--- config.mk ---
export PLATFORM = sky130hd
export DESIGN_NAME = evm_vote_input_conditioner
export DESIGN_NICKNAME = d
export VERILOG_FILES = /design/src/rtl/evm_vote_input_conditioner.sv
export SDC_FILE = /design/constraint.sdc
export NUM_CORES = 1
export LEC_CHECK = 0
export CAP_MARGIN = 25
export CORE_MARGIN = 1
export CORE_UTILIZATION = 45
export CTS_CLUSTER_SIZE = 14
export DETAILED_ROUTE_END_ITERATION = 8
export MAX_ROUTING_LAYER = met4
export SYNTH_ARGS = -nofsm -noshare
export SYNTH_HDL_FRONTEND = slang
export SYNTH_SLANG_ARGS = --single-unit
--- constraint.sdc ---
create_clock -name clk -period 3.69 [get_ports clk]
set_input_delay 0.9225 -clock clk [delete_from_list [all_inputs] [get_ports clk]]
set_output_delay 0.9225 -clock clk [all_outputs]
set_load 0.03 [all_outputs]
--- src/rtl/evm_vote_input_conditioner.sv ---
// Button conditioner for the EVM core: sync, debounce, edge-detect, one vote per arming.
// Optional ARMED dwell timeout is enabled by defining EVM_VOTE_TIMEOUT_EN.
module evm_vote_input_conditioner #(
    parameter int DEBOUNCE_CYCLES = 16,
    parameter int TIMEOUT_CYCLES  = 1024
) (
    input  logic       clk,
    input  logic       rst,
    input  logic [2:0] btn_candidate,
    input  logic       btn_ready,
    input  logic       session_open,
    output logic       vote_candidate_1,
    output logic       vote_candidate_2,
    output logic       vote_candidate_3,
    output logic       candidate_ready,
    output logic       armed,
    output logic       conflict,
    output logic       timeout
);

    localparam int CW = $clog2(DEBOUNCE_CYCLES + 1);

    typedef enum logic [1:0] {IDLE, ARMED, RELEASE} state_t;

    logic [3:0]    raw;
    logic [3:0]    s1_q, s2_q;
    logic [3:0]    stable_q, stable_dly_q;
    logic [CW-1:0] cnt_q [4];
    logic [3:0]    press;
    logic [2:0]    cand_press;
    logic          ready_press;
    logic          single_press;
    logic          others_low;

    state_t     state_q, state_d;
    logic [2:0] vote_q, vote_d;
    logic       ready_q, ready_d;
    logic       conflict_q, conflict_d;

    assign raw = {btn_ready, btn_candidate};

    // Bit 3 is the ready button, bits 2:0 the candidates.
    always_ff @(posedge clk or posedge rst) begin
        if (rst) begin
            s1_q         <= '0;
            s2_q         <= '0;
            stable_q     <= '0;
            stable_dly_q <= '0;
            for (int i = 0; i < 4; i++) cnt_q[i] <= '0;
        end else begin
            s1_q         <= raw;
            s2_q         <= s1_q;
            stable_dly_q <= stable_q;
            for (int i = 0; i < 4; i++) begin
                if (s2_q[i] == stable_q[i]) begin
                    cnt_q[i] <= '0;
                end else if (cnt_q[i] == CW'(DEBOUNCE_CYCLES - 1)) begin
                    stable_q[i] <= s2_q[i];
                    cnt_q[i]    <= '0;
                end else begin
                    cnt_q[i] <= cnt_q[i] + 1'b1;
                end
            end
        end
    end

    assign press        = stable_q & ~stable_dly_q;
    assign cand_press   = press[2:0];
    assign ready_press  = press[3];
    assign single_press = (cand_press != 3'b000) &&
                          ((cand_press & (cand_press - 3'd1)) == 3'b000);
    assign others_low   = (stable_q[2:0] & ~cand_press) == 3'b000;

`ifdef EVM_VOTE_TIMEOUT_EN
    localparam int TW = $clog2(TIMEOUT_CYCLES + 1);

    logic [TW-1:0] dwell_q, dwell_d;
    logic          timeout_q, timeout_d;

    always_ff @(posedge clk or posedge rst) begin
        if (rst) begin
            dwell_q   <= '0;
            timeout_q <= 1'b0;
        end else begin
            dwell_q   <= dwell_d;
            timeout_q <= timeout_d;
        end
    end

    assign timeout = timeout_q;
`else
    assign timeout = 1'b0;
`endif

    always_comb begin
        state_d    = state_q;
        vote_d     = 3'b000;
        ready_d    = 1'b0;
        conflict_d = 1'b0;
`ifdef EVM_VOTE_TIMEOUT_EN
        timeout_d  = 1'b0;
        dwell_d    = '0;
`endif
        if (!session_open) begin
            state_d = IDLE;
        end else begin
            unique case (state_q)
                IDLE: begin
                    if (ready_press) begin
                        state_d = ARMED;
                        ready_d = 1'b1;
                    end
                end
                ARMED: begin
                    if (single_press && others_low) begin
                        vote_d  = cand_press;
                        state_d = RELEASE;
                    end else if (cand_press != 3'b000) begin
                        conflict_d = 1'b1;
                    end
`ifdef EVM_VOTE_TIMEOUT_EN
                    // A vote landing in the expiry cycle takes precedence.
                    if (state_d == ARMED) begin
                        if (dwell_q == TW'(TIMEOUT_CYCLES - 1)) begin
                            timeout_d  = 1'b1;
                            conflict_d = 1'b0;
                            state_d    = IDLE;
                        end else begin
                            dwell_d = dwell_q + 1'b1;
                        end
                    end
`endif
                end
                RELEASE: begin
                    if (stable_q[2:0] == 3'b000) state_d = IDLE;
                end
                default: state_d = IDLE;
            endcase
        end
    end

    always_ff @(posedge clk or posedge rst) begin
        if (rst) begin
            state_q    <= IDLE;
            vote_q     <= 3'b000;
            ready_q    <= 1'b0;
            conflict_q <= 1'b0;
        end else begin
            state_q    <= state_d;
            vote_q     <= vote_d;
            ready_q    <= ready_d;
            conflict_q <= conflict_d;
        end
    end

    assign vote_candidate_1 = vote_q[0];
    assign vote_candidate_2 = vote_q[1];
    assign vote_candidate_3 = vote_q[2];
    assign candidate_ready  = ready_q;
    assign conflict         = conflict_q;
    assign armed            = (state_q == ARMED);

endmodule

# [Yosys cells after proc, flatten, opt, wreduce, memory -nomap -nowiden]
# Cells that the tools add are included.
[word_totals] register_bits=43 latchBits=0 mem_bits_rw=0 romBits=0 input_bits=7 out_inout_bits=7 word_cells=77 n_memories=0
[classes] addsub=5 n_mul=0 n_div=0 n_lt_le_gt_ge=0 n_eq_ne=13 n_shift=0 n_mux=23 bitwise_logic=9 n_reduce_logical=12
[ops] operator="5-bit two-way mux" n=8
[ops] operator="5-bit by 1-bit adder with 5-bit output, second input constant" n=4
[ops] operator="5-bit by 4-bit equality test with 1-bit output, second input constant" n=4
[ops] operator="3-bit logical NOT" n=3
[ops] operator="3-bit two-way mux" n=3
[ops] operator="2-bit two-way mux" n=4
[ops] operator="2-bit AND reduction" n=4
[ops] operator="1-bit two-way mux" n=7
[ops] operator="3-bit bitwise AND" n=2
[ops] operator="3-bit inequality test, second input constant" n=2
[ops] operator="2-bit case mux with 3 select lines" n=1
[ops] operator="4-bit bitwise AND" n=1
[ops] operator="1-bit equality test" n=4
[ops] operator="1-bit NOT" n=4
[ops] operator="4-bit NOT" n=1
[ops] operator="3-bit by 2-bit inequality test with 1-bit output, second input constant" n=1
[ops] operator="3-bit NOT" n=1
[ops] operator="3-bit AND reduction" n=1
[ops] operator="3-bit nonzero test" n=1
[ops] operator="3-bit by 1-bit subtractor with 3-bit output, second input constant" n=1
[ops] operator="2-bit by 1-bit equality test with 1-bit output, second input constant" n=1
[ops] operator="2-bit equality test, second input constant" n=1
[ops] operator="1-bit logical AND" n=2
[ops] operator="2-bit logical NOT" n=1

# [Depth between registers and ports, before layout]
[depth] ltp_word=10 mapped_depth=4 mapped_depth_nobuf=4

# [Least setup slack after synthesis]
# Ideal clock, no wire load.
[synth_path] path_type="reg2out" from="register state_q[0]" to="output port armed" t_arrival_ns=0.824 required_time_ns=2.768 slack_ns=1.943 stages_incl_launch_ff=2 n_path_buf=0 path_cell_list="dfrtp_1 -> nor2b_1"
[synth_between] elab_chain_cells=1
[synth_lines] element="start, declared" line_no="35" rtl="state_t state_q, state_d;"
[synth_lines] element="start signal, assigned" line_no="149" rtl="state_q <= state_d;"
[synth_lines] element="2-bit by 1-bit equality test with 1-bit output" line_no="161" rtl="assign armed = (state_q == ARMED);"
[synth_lines] element="end, declared" line_no="16" rtl="output logic armed,"
# Every way passes these cells.

# [Worst setup path in the final report]
# Same ends and word-level chain as after synthesis.

==> results.py <==
metrics = {
    "synth": {
        "synth_top_cell_area_share_pct": 65.6,
        "ys_types": 27,
        "synth_warnings": 0,
        "yosys_register_bits": 43,
        "synth-adder-area-share_pct": 3.05,
        "synth_top_flop_cell": "dfrtp_1",
        "synth_enable_flop_cells": 0,
        "async_reset_ff_share_pct": 100,
        "synthSimpleGateAreaFrac_pct": 16.9,
        "synth_compound_area_share_pct": 2.75,
        "syn_avg_cell_area_um2": 12.9,
        "synth_top_cell_by_area": "dfrtp_1",
        "synth_common_cells": "dfrtp_1 (43), nor2_1 (18), xor2_1 (12)",
        "mappedNetlistArea_um2": 1640,
        "synth_top_family_by_area": "simple AND/OR/NAND/NOR gates",
        "ys_seq_area_share_pct": 65.6,
        "yosys-top-cells-area": "dfrtp_1 (66%), xor2_1 (6.4%), nor2_1 (4.1%)",
        "synth-xor-area-share_pct": 6.41,
        "syn_inst": 127,
        "synth_mux_area_share_pct": 2.75,
        "synth_nets": 138,
        "synth_most_common_cell": "dfrtp_1",
    },
    "critical_path": {
        "worstPathRequired_ns": 2.77,
        "cp_max_fo": 4,
        "worst-endpoint-arrival_ns": 1.54,
        "endpoint_kind": "primary output",
        "crit_type": "flop to primary output",
        "cp-start-kind": "flop",
    },
    "die": {
        "io_pins": 14,
        "dieArea_um2": 3890,
        "die_x_um": 62.4,
        "die_h_um": 62.4,
        "coreArea_um2": 3420,
        "rows": 21,
        "initial_core_util_pct": 48.0,
    },
    "routing": {
        "dr.pass1.iters": 4,
        "drc": 0,
        "vias_per_cell": 4.84,
        "routed_wl_um": 2210,
        "avgRoutedWirePerCell_um": 11.6,
        "vias": 925,
        "postRouteAntennaNets": 0,
        "drt_iter0_markers": 42,
    },
    "placement": {
        "dpl.hpwl_um": 1550,
        "port_buffers": 12,
        "pre_cts_slack_ns": 1.52,
        "routabilityCongestion": 0.799,
    },
    "global_routing": {
        "grt.total_usage_pct": 14.7,
        "grt_remaining_overflow": 0,
        "grt_pass1_vias": 962,
        "grt_pass1_wl_um": 4200,
        "grt_start_max_net_pins": 44,
        "grt_antenna_before_repair": 0,
    },
    "finish": {
        "multiInputGateArea_um2": 527,
        "drive_above_1_share_pct": 10.3,
        "ff_latch_area_um2": 1080,
        "nets": 156,
        "diodes": 0,
        "areaGrowthSynthToFinish_pct": 13.6,
        "fillers": 301,
    },
    "timing": {
        "skew_ns": 0.00679,
        "slew_headroom_pct": 66.3,
        "min_period_ns": 2.46,
        "max_slew.worst_pin.slew_ns": 0.506,
        "grt_setup_unrepaired": "false",
        "tns_ns": 0,
        "slew_violations": 0,
        "finalWorstSetupSlack_ns": 1.23,
        "holdWs_ns": 0.354,
        "fmax_mhz": 406,
        "setup_viol": 0,
        "post-route-period-util_pct": 66.8,
        "hold_viol": 0,
    },
    "flow_run": {
        "maxCapViolations": 0,
    },
    "status": {
        "status": "finished clean",
    },
    "clock_tree": {
        "clk_pin_slew_worst_paths_ns": 0.11,
        "cts_max_level": 2,
        "clockBufferDepth": 2,
        "cts_tree": "done",
        "worst_skew_pair.late_latency_ns": 0.34,
        "clock-sinks": 43,
        "post_cts_resized": 0,
        "ctsHoldBuffers": 0,
        "root_buffer": "clkbuf_4",
        "postCtsSetupBuffers": 0,
        "cts_buffers": 5,
    },
    "power": {
        "p_total_uw": 759,
        "p_leak_uw": 0.000942,
        "powerDensity_nw_per_um2": 408,
        "peakVddDrop_uv": 243,
    },
    "worst_hold_path": {
        "hold_class": "flop to flop",
    },
}
[report_power, final]
part           switching [uW]  leakage, uW  total [uW]  internal, uW
clock network             135    0.0000341         224          88.4
logic                    22.3     0.000336        39.6          17.3
registers                9.94     0.000572         496           486
total                     168     0.000942         759           592
[layout make-up]
cell class                 instances  share of cell area (%)
tap                               46                    3.09
clock buffer                       6                    2.75
timing repair buffer              13                    6.85
sequential                        43                    57.8
clock inverter                     1                   0.269
inverter                           5                    1.01
multi-input combinational         77                    28.3
[stage by stage]
step,cell area [um^2],utilization [%],std cells
2_1_floorplan,1640,-,127
3_3_place_gp,1810,52.9,184
3_5_place_dp,1810,52.9,184
4_1_cts,1860,54.5,191
5_1_grt,1860,54.5,191
6_report,1860,54.5,191
[sequential cells by signal, summed over array words and instances (netlist names)]
register         count
s1_q                 4
vote_q               3
candidate_ready      1
conflict             1
state_q              2
stable_dly_q         4
stable_q             4
s2_q                 4
cnt_q               20
[worst max-delay path, cell delays in order, from the launching register on]
cell and delay, ns:
dfrtp_1 0.40, nor2b_1 0.14, clkdlybuf4s50_1 0.67
[cells by family after synthesis]
group           Yosys count
fa+ha+maj                 4
buf+inv                   7
flops                    43
simple gates             49
other cells               1
xor+xnor                 12
mux                       4
compound gates            7
[worst paths after layout]
check | from | to | slack (ns) | cells past startpoint
hold reg to reg | s1_q[3] | s2_q[3] | 0.35 | 0
setup reg to reg | stable_q[1] | state_q[0] | 2.31 | 3
max in group asynchronous | rst | cnt_q[13] | 2.32 | 3
setup / recovery | state_q[0] | armed | 1.23 | 2
min in group asynchronous | rst | s1_q[3] | 1.02 | 3
hold / removal | s1_q[3] | s2_q[3] | 0.35 | 0
[metal layers]
metal / GRT usage [%] / vias to the layer above / wire [um] / part of all wire [%]
li1: - / 458 / - / -
met1: 16.8 / 445 / 1030 / 47
met2: 22.7 / 16 / 1020 / 46
met3: 5.66 / 6 / 100 / 4.5
met4: 6.98 / 0 / 49 / 2.2
met5: - / - / 0 / 0
[cell usage in the layout (no fill, tap or decap)]
master,Yosys,final
o21ai_0,4,4
nand3_1,9,9
dfrtp_1,43,43
nor4bb_1,1,1
clkdlybuf4s50_1,0,12
buf_4,1,1
a311oi_1,1,1
or2b_1,1,1
a21oi_2,1,1
clkbuf_8,0,1
xor2_1,12,12
nor4_1,2,2
clkbuf_4,0,5
and4b_1,1,1
or4b_4,2,2
inv_1,5,5
ha_1,4,4
nand2b_1,2,2
nand3b_1,1,1
nor2_1,18,18
clkinv_2,0,1
mux2_2,4,4
nor3_1,1,1
o21bai_1,1,1
or4b_1,1,1
conb_1,1,1
or3_1,1,1
and3_1,4,4
and2_1,4,4
nor2b_1,1,1
(Power assumes the default switching activity.)
